**src/rtl/phase_sequencer_pkg.sv**
```systemverilog
// Shared phase encodings, default times and phase-order helpers for the
// two-group traffic-light sequencer.
package phase_sequencer_pkg;

    typedef enum logic [2:0] {
        PH_NIGHT = 3'd0,
        PH_G1    = 3'd1,
        PH_Y1    = 3'd2,
        PH_G2    = 3'd3,
        PH_Y2    = 3'd4
    } phase_t;

    localparam int DEF_RG_TIME   = 30;
    localparam int DEF_Y_TIME    = 5;
    localparam int DEF_MIN_GREEN = 5;

    // NIGHT exits into G1; the day cycle is G1 -> Y1 -> G2 -> Y2 -> G1.
    function automatic phase_t next_phase(input phase_t ph);
        phase_t nxt;
        case (ph)
            PH_G1:   nxt = PH_Y1;
            PH_Y1:   nxt = PH_G2;
            PH_G2:   nxt = PH_Y2;
            default: nxt = PH_G1;
        endcase
        return nxt;
    endfunction

    function automatic logic is_green(input phase_t ph);
        return (ph == PH_G1) || (ph == PH_G2);
    endfunction

endpackage

```
**src/rtl/phase_sequencer_timer.sv**
```systemverilog
// Per-phase down-counter: load, tick-enabled decrement, and elapsed time
// measured against the value captured at the last load.
module phase_timer
    import phase_sequencer_pkg::*;
#(
    parameter int CNT_W = 11
) (
    input  logic             clk,
    input  logic             rst_n,
    input  logic             clear,
    input  logic             load,
    input  logic [CNT_W-1:0] load_val,
    input  logic             dec,
    output logic [CNT_W-1:0] remain,
    output logic             zero,
    output logic [CNT_W-1:0] elapsed
);

    logic [CNT_W-1:0] remain_reg;
    logic [CNT_W-1:0] loaded_reg;

    // clear beats load, load beats decrement; a zero count never wraps.
    always_ff @(posedge clk or negedge rst_n) begin
        if (!rst_n) begin
            remain_reg <= '0;
            loaded_reg <= '0;
        end else if (clear) begin
            remain_reg <= '0;
            loaded_reg <= '0;
        end else if (load) begin
            remain_reg <= load_val;
            loaded_reg <= load_val;
        end else if (dec && (remain_reg != '0)) begin
            remain_reg <= remain_reg - 1'b1;
        end
    end

    assign remain  = remain_reg;
    assign zero    = (remain_reg == '0);
    assign elapsed = loaded_reg - remain_reg;

endmodule

```
**src/rtl/phase_sequencer.sv**
```systemverilog
// Two-group green/yellow phase sequencer with request latching, minimum-green
// truncation of the conflicting green, and forced night mode.
module phase_sequencer
    import phase_sequencer_pkg::*;
#(
    parameter int CNT_W     = 11,
    parameter int MIN_GREEN = DEF_MIN_GREEN,
    parameter int PH_W      = 3
) (
    input  logic             clk,
    input  logic             rst_n,
    input  logic             tick,
    input  logic             run,
    input  logic             night,
    input  logic [CNT_W-1:0] rg_time,
    input  logic [CNT_W-1:0] y_time,
    input  logic             req1,
    input  logic             req2,
    output logic [PH_W-1:0]  phase,
    output logic [CNT_W-1:0] remain,
    output logic             phase_start,
    output logic             grant1,
    output logic             grant2,
    output logic [1:0]       pending
);

    phase_t           phase_reg;
    logic             start_reg;
    logic             grant1_reg;
    logic             grant2_reg;
    logic             pend1_reg;
    logic             pend2_reg;

    logic [CNT_W-1:0] rg_eff;
    logic [CNT_W-1:0] y_eff;
    logic [CNT_W-1:0] load_val;
    logic [CNT_W-1:0] elapsed;
    logic             timer_zero;
    logic             trunc_req;
    logic             trunc_go;
    logic             advance;
    logic             load;
    logic             pend1_next;
    logic             pend2_next;
    phase_t           next_ph;

    assign rg_eff = (rg_time == '0) ? CNT_W'(1) : rg_time;
    assign y_eff  = (y_time == '0) ? CNT_W'(1) : y_time;

    assign trunc_req = ((phase_reg == PH_G1) && pend2_reg) ||
                       ((phase_reg == PH_G2) && pend1_reg);
    // With loaded_green <= MIN_GREEN, elapsed can only reach MIN_GREEN at
    // remain == 0, where truncation and the natural end coincide.
    assign trunc_go = trunc_req && (elapsed >= CNT_W'(MIN_GREEN));

    assign advance  = run && (phase_reg != PH_NIGHT) && (timer_zero || trunc_go);
    assign load     = !night && run && ((phase_reg == PH_NIGHT) || advance);
    assign next_ph  = next_phase(phase_reg);
    assign load_val = is_green(next_ph) ? rg_eff : y_eff;

    always_comb begin
        pend1_next = pend1_reg | req1;
        pend2_next = pend2_reg | req2;
        if ((phase_reg == PH_NIGHT) || (phase_reg == PH_G1) || (load && next_ph == PH_G1))
            pend1_next = 1'b0;
        if ((phase_reg == PH_NIGHT) || (phase_reg == PH_G2) || (load && next_ph == PH_G2))
            pend2_next = 1'b0;
    end

    phase_timer #(
        .CNT_W (CNT_W)
    ) u_timer (
        .clk      (clk),
        .rst_n    (rst_n),
        .clear    (night),
        .load     (load),
        .load_val (load_val),
        .dec      (tick && run && !night),
        .remain   (remain),
        .zero     (timer_zero),
        .elapsed  (elapsed)
    );

    always_ff @(posedge clk or negedge rst_n) begin
        if (!rst_n) begin
            phase_reg  <= PH_NIGHT;
            start_reg  <= 1'b0;
            grant1_reg <= 1'b0;
            grant2_reg <= 1'b0;
            pend1_reg  <= 1'b0;
            pend2_reg  <= 1'b0;
        end else begin
            start_reg  <= 1'b0;
            grant1_reg <= 1'b0;
            grant2_reg <= 1'b0;
            if (night) begin
                phase_reg <= PH_NIGHT;
                pend1_reg <= 1'b0;
                pend2_reg <= 1'b0;
            end else begin
                if (load) begin
                    phase_reg  <= next_ph;
                    start_reg  <= 1'b1;
                    grant1_reg <= (next_ph == PH_G1) && pend1_reg;
                    grant2_reg <= (next_ph == PH_G2) && pend2_reg;
                end
                pend1_reg <= pend1_next;
                pend2_reg <= pend2_next;
            end
        end
    end

    assign phase       = PH_W'(phase_reg);
    assign phase_start = start_reg;
    assign grant1      = grant1_reg;
    assign grant2      = grant2_reg;
    assign pending     = {pend2_reg, pend1_reg};

endmodule

```
**config.mk**
```make
export PLATFORM = sky130hd
export DESIGN_NAME = phase_sequencer
export DESIGN_NICKNAME = d
export VERILOG_FILES = /design/src/rtl/phase_sequencer_pkg.sv /design/src/rtl/phase_sequencer_timer.sv /design/src/rtl/phase_sequencer.sv
export SDC_FILE = /design/constraint.sdc
export NUM_CORES = 1
export LEC_CHECK = 0
export CELL_PAD_IN_SITES_DETAIL_PLACEMENT = 0
export CELL_PAD_IN_SITES_GLOBAL_PLACEMENT = 1
export CORE_UTILIZATION = 38
export DETAILED_ROUTE_END_ITERATION = 10
export PLACE_DENSITY_LB_ADDON = 0.12
export SETUP_SLACK_MARGIN = 0.1
export SLEW_MARGIN = 40
export SYNTH_ARGS = -nofsm -noshare
export SYNTH_HDL_FRONTEND = slang
export SYNTH_HIERARCHICAL = 1
export SYNTH_SLANG_ARGS = --single-unit
```
**constraint.sdc**
```tcl
create_clock -name clk -period 5.8 [get_ports clk]
set_clock_uncertainty 0.15 [all_clocks]
set_input_delay 1.16 -clock clk [delete_from_list [all_inputs] [get_ports clk]]
set_output_delay 1.16 -clock clk [all_outputs]
set_load 0.005 [all_outputs]
```
==> results of run 1 <==
==> power breakdown <==
group | switching (mW) | internal [mW]
sequential | 0.0744 | 0.262
clock | 0.0762 | 0.0915
combinational | 0.441 | 0.394
total | 0.592 | 0.748
==> synth_stat cells (2+ instances only) <==
cell,number
a32o_1,4
nor3_1,6
ha_1,11
or3_1,2
a21o_1,2
xor2_1,4
buf_4,2
o211ai_1,2
nor2b_1,4
clkbuf_1,7
mux2_2,10
nand3_1,7
buf_2,3
o21ai_0,10
nand2b_1,4
a31oi_1,2
xnor2_1,7
nor4_1,7
buf_1,3
a211oi_2,2
o41ai_1,3
and3_1,4
inv_1,18
mux2i_1,4
a21oi_1,18
dfrtp_1,30
nand2_1,23
a211oi_1,3
nor2_1,22
nand4_1,3
==> path summary, 6_finish.rpt <==
check                                                        from                                end  slack, ps  depth (start not counted)
worst max-delay path                u_timer/remain[5]$_DFFE_PN0P_      u_timer/remain[8]$_DFFE_PN0P_       1240                         14
worst min-delay path            u_timer/loaded_reg[0]$_DFFE_PN0P_  u_timer/loaded_reg[0]$_DFFE_PN0P_        370                          2
worst max register to register      u_timer/remain[5]$_DFFE_PN0P_      u_timer/remain[8]$_DFFE_PN0P_       1240                         14
worst min register to register  u_timer/loaded_reg[0]$_DFFE_PN0P_  u_timer/loaded_reg[0]$_DFFE_PN0P_        370                          2
max in group asynchronous                                   rst_n      u_timer/remain[2]$_DFFE_PN0P_       4070                          2
min in group asynchronous                                   rst_n              phase_start$_DFF_PN0_       1140                          2
==> worst min-delay path, cell delays in order (launching register included) <==
cell	delay, ps
dfrtp_1	370
nand2_1	60
a21oi_1	60
==> per-layer routing <==
layer	track usage [%]	part of all wire, %	up-vias
met3	4.24	3.7	2
li1	-	-	984
met2	34.2	48	47
met5	0	0	-
met4	2.83	0.40	0
met1	28.6	48	970
==> kinds of logic (layout without fill, tap and decap cells) <==
kind of cell	count (synthesis)	in the layout
compound gates	61	61
fa+ha+maj	12	12
flops	30	30
mux	14	14
xor+xnor	11	11
buf+inv	33	74
simple gates	89	89
==> through the flow <==
step,utilization (%),power [mW]
2_1_floorplan,-,0.928
3_3_place_gp,48.8,1.18
3_5_place_dp,48.8,1.17
4_1_cts,50.3,1.34
5_1_grt,50.3,1.46
6_report,50.3,1.34
==> cell type report <==
cell class,count,area share [%]
Tap cell,72,3.23
Sequential cell,30,26.9
Multi-Input combinational cell,187,46.7
Timing Repair Buffer,50,17.7
Clock buffer,6,2.96
Inverter,18,2.42
==> results.toml, run 1 <==
[min_path]
min_path_type = "reg -> reg"

[logic_synthesis]
synth_flop_cell = "dfrtp_1"
synth_top_area_cell = "dfrtp_1"
synth_adder_area_share_pct = 7.21
muxShareOfSynthArea_pct = 6.98
yosys-top-cells-area = "dfrtp_1, ha_1, mux2_2"
yosys.area_share.xor_xnor_pct = 4.41
ys_types = 53
synth_compound_area_share_pct = 20.7
syn_area_um2 = 2190
avgSynthCellArea_um2 = 8.75
ys_seq_area_share_pct = 34.3
ys_seq_elements = 30
async_reset_ff_share_pct = 100
synth.yosys.warnings = 6
mappedNetlistNets = 291
synth_edf_count = 0
synth-simple-area-share_pct = 20.2
yosysTopAreaCellShare_pct = 34.3
syn_inst = 250
synth_top_family_by_area = "compound AO/OA/AOI/OAI gates"

[floorplanning]
initial_core_util_pct = 39.5
die_area_um2 = 6060
die_w_um = 77.9
ioPinCount = 48
core.rowCount = 27
die_h_um = 77.9
core-area_um2 = 5540

[cts]
cts_num_sinks = 30
cts_tree = "yes"
root_buffer = "clkbuf_8"
path_clk_slew_ps = 60
hold_buffers = 0
ctsResizeCount = 0
insertion_delay_ps = 270
cts_htree_levels = 2
cts_buffers = 5
post-cts-setup-buffers = 0
clockBufferDepth = 2

[sta]
fin_ws_ps = 1240
rsz0062_at_grt = "no"
slew_viol_final = 0
tns_ps = 0
fin_crit_ps = 4560
tightest_slew_ps = 750
holdWs_ps = 375
hold_viol = 0
setup_viol = 0
fmax_ghz = 0.220
fin_crit_sh_pct = 78.5
slew_headroom_pct = 49.9

[finish]
syn_to_final_growth_pct = 27.4
fill_cells = 565
multiInputGateArea_um2 = 1300
layout_commonest_cell = "clkdlybuf4s50_1"
fin_area_um2 = 2790
instances_no_fill = 363
antennaDiodeCount = 0
drive_above_1_share_pct = 8.59
final_nets = 333
final_cell_mix = "clkdlybuf4s50_1, dfrtp_1, nand2_1"
ff_latch_area_um2 = 751

[global_routing]
grt_max_degree = 31
antenna_found_initial = 0
grt_overflow = 0
grt_pass1_vias = 1948
grt.total_usage_pct = 20.8
grt_pass1_wl_mm = 9.75

[flow_run]
maxCapViolations = 0

[drt]
wire_per_inst_um = 16.4
vias = 2003
drc = 0
ant_nets = 0
drt-pass1-iter-count = 4
drt_iter0_markers = 188
wirelength_mm = 5.95
vias_per_cell = 5.52

[setup_path]
cpPeakStageDelay_ps = 720
cp.buffers_inverters = 3
slowest_stage = "a2111oi_1"
critical-path-top-delay-family = "compound AO/OA/AOI/OAI gates"
crit_chain = "inv_1 > ha_1 > and3_1 > a2111oi_1 > o21bai_1 > a21o_1 > xor2_1 > nor4_1 > nand3_1 > a2bb2oi_2 > inv_1 > inv_1 > a21oi_2 > a32o_1"
worst_ep_required_time_ps = 5800
cp_common_cell = "inv_1"
arrival_ps = 4560
worstSetupEndpointType = "flop"
start_kind = "flop"
crit_type = "reg -> reg"
worst-path-max-fanout = 15

[power]
ir_worst_vdd_mv = 0.198
p_leak_nw = 1.15
powerDensity_nw_per_um2 = 481

[placed_design]
dpl.hpwl_mm = 4.52
placed_area_um2 = 2700
globalplace.congestion = 0.820
placedCellCount = 357
port_buffers = 47
dpl_worst_slack_ps = 1290

[run_status]
outcome = "complete, no violations"
No activity file was read; power rests on OpenSTA's default activity.
==> run 2, diff against run 1 <==
CORE_UTILIZATION = 34   (was 38)
clock period = 3.7 ns   (was 5.8 ns; I/O delays follow)
==> run 2 against run 1 <==
  * Hold slack improved by 3.8 ps
  * Sequential share of layout area is 1.7 points lower
  * Wire length up 7.3%
  * Core utilization is 1.1 points lower
  * Final cell count increased by 4.4%
  * Setup slack worse by 1100 ps
  * Critical path depth grew 2
  * Final area is 6.9% higher
  * First-iteration DRC count shrank 24%
  * Register-to-register slack worse by 1100 ps
  * Die area grew 11%
  * Via count increased by 3.3%
==> results.toml, run 2 (synthesis gave the netlist of run 1 again) <==
[finish]
instances_no_fill = 379
layout_commonest_cell = "clkdlybuf4s50_1"
antennaDiodeCount = 0
final_nets = 344
syn_to_final_growth_pct = 36.2
drive_above_1_share_pct = 16.1
final_util_pct = 49.2
final_cell_mix = "clkdlybuf4s50_1, dfrtp_1, nor2_1"

[setup_path]
crit_chain = "inv_1 > ha_2 > inv_2 > fa_2 > a21o_1 > a2111oi_4 > o21bai_1 > a21o_1 > xor2_1 > nor4_1 > nand3_1 > a2bb2oi_4 > inv_4 > buf_12 > o41ai_2 > a32o_1"
critical-path-top-delay-family = "compound AO/OA/AOI/OAI gates"
crit_type = "reg -> reg"
worst-path-max-fanout = 10
arrival_ps = 3610
slowest_stage = "dfrtp_1"
worst_ep_required_time_ps = 3770
cp_common_cell = "a21o_1"
cp.buffers_inverters = 4
worstSetupEndpointType = "flop"
cpPeakStageDelay_ps = 370
start_kind = "flop"

[global_routing]
grt_overflow = 0
grt_max_degree = 31
grt_pass1_vias = 2011
antenna_found_initial = 0
grt_pass1_wl_mm = 10.2
grt.total_usage_pct = 20.6

[placed_design]
port_buffers = 47
dpl.hpwl_mm = 4.86
globalplace.congestion = 0.795
placedCellCount = 368

[drt]
vias = 2070
ant_nets = 0
wire_per_inst_um = 16.9
drt_iter0_markers = 143
vias_per_cell = 5.46
drc = 0
wirelength_mm = 6.39
drt-pass1-iter-count = 4

[sta]
fmax_ghz = 0.282
setup_viol = 0
fin_crit_ps = 3540
rsz0062_at_grt = "yes"
tightest_slew_ps = 598
slew_headroom_pct = 60.2
slew_viol_final = 0
fin_crit_sh_pct = 95.7
hold_viol = 0

[run_status]
outcome = "complete, no violations"

[power]
p_leak_nw = 1.24
ir_worst_vdd_mv = 0.284
powerDensity_nw_per_um2 = 772

[cts]
insertion_delay_ps = 280
hold_buffers = 0
cts_tree = "yes"
clockBufferDepth = 2
cts_htree_levels = 2
cts_num_sinks = 30
root_buffer = "clkbuf_8"
path_clk_slew_ps = 60
cts_buffers = 5

[floorplanning]
die_area_um2 = 6760
die_w_um = 82.2
core-area_um2 = 6060
core.rowCount = 28
initial_core_util_pct = 36.1
ioPinCount = 48
die_h_um = 82.2

[flow_run]
maxCapViolations = 0

[min_path]
min_path_type = "reg -> reg"
[run 2: cell count changes in the layout (fill, tap and decap cells not counted), moves of 2 or more]
cell,change
buf_4,+7
buf_6,+3
nand2_1,-3
nand2_2,+3
o41ai_1,-3
o41ai_2,+3
inv_1,-2
[run 2: stage by stage]
stage	total power [mW]	instance area [um^2]	hold WS (ps)	worst slack, ps	setup TNS (ps)
floorplan	1.53	2250	294	128	0
detailed placement	1.94	2810	373	23.1	0
global route	2.50	2980	411	-39.8	-125
CTS	2.27	2930	384	148	0
finish	2.30	2980	378	160	0
global placement	1.94	2810	368	133	0
[run 2: routing by layer]
metal  vias up  global-route usage, %  routed length, um
li1       1015                      -                  -
met1      1000                   27.3               2970
met2        45                   33.1               3100
met3        10                   4.18                209
met4         0                   7.54                111
met5         -                      0                  0
[run 2: final timing paths]
check                                             startpoint                                end  slack [ps]  cells past startpoint
min                        u_timer/loaded_reg[0]$_DFFE_PN0P_  u_timer/loaded_reg[0]$_DFFE_PN0P_         380                      2
max reg2reg                u_timer/loaded_reg[0]$_DFFE_PN0P_      u_timer/remain[8]$_DFFE_PN0P_         160                     16
min reg2reg                u_timer/loaded_reg[0]$_DFFE_PN0P_  u_timer/loaded_reg[0]$_DFFE_PN0P_         380                      2
max                        u_timer/loaded_reg[0]$_DFFE_PN0P_      u_timer/remain[8]$_DFFE_PN0P_         160                     16
max in group asynchronous                              rst_n                   grant1$_DFF_PN0_        2400                      2
min in group asynchronous                              rst_n  u_timer/loaded_reg[7]$_DFFE_PN0P_         710                      2
[run 2: area by class of cell]
| cell class | instances | area, um^2 |
|---|---|---|
| Inverter | 18 | 70.1 |
| Clock inverter | 1 | 5.00 |
| Fill cell | 603 | 3080 |
| Timing Repair Buffer | 61 | 599 |
| Tap cell | 75 | 93.8 |
| Clock buffer | 7 | 86.3 |
| Sequential cell | 30 | 751 |
| Multi-Input combinational cell | 187 | 1370 |
[run 2: power breakdown]
group          internal [mW]  leakage (nW)  total [mW]  switching [mW]
Sequential             0.411         0.407       0.509          0.0983
Combinational          0.743         0.780        1.52           0.774
Clock                  0.150        0.0482       0.272           0.122
[run 2: what timing repair did]
item,CTS,global route
setup endpoints to repair,10,20
resized for setup,2,11
buffers inserted,2,1
pin swaps,5,2
[run 2: worst min-delay path: cells and delay by family (launching register included)]
kind / cells / cell delay [ps]
flip-flops: 1 / 370
AO/OA/AOI/OAI: 1 / 60
AND/OR/NAND/NOR: 1 / 60
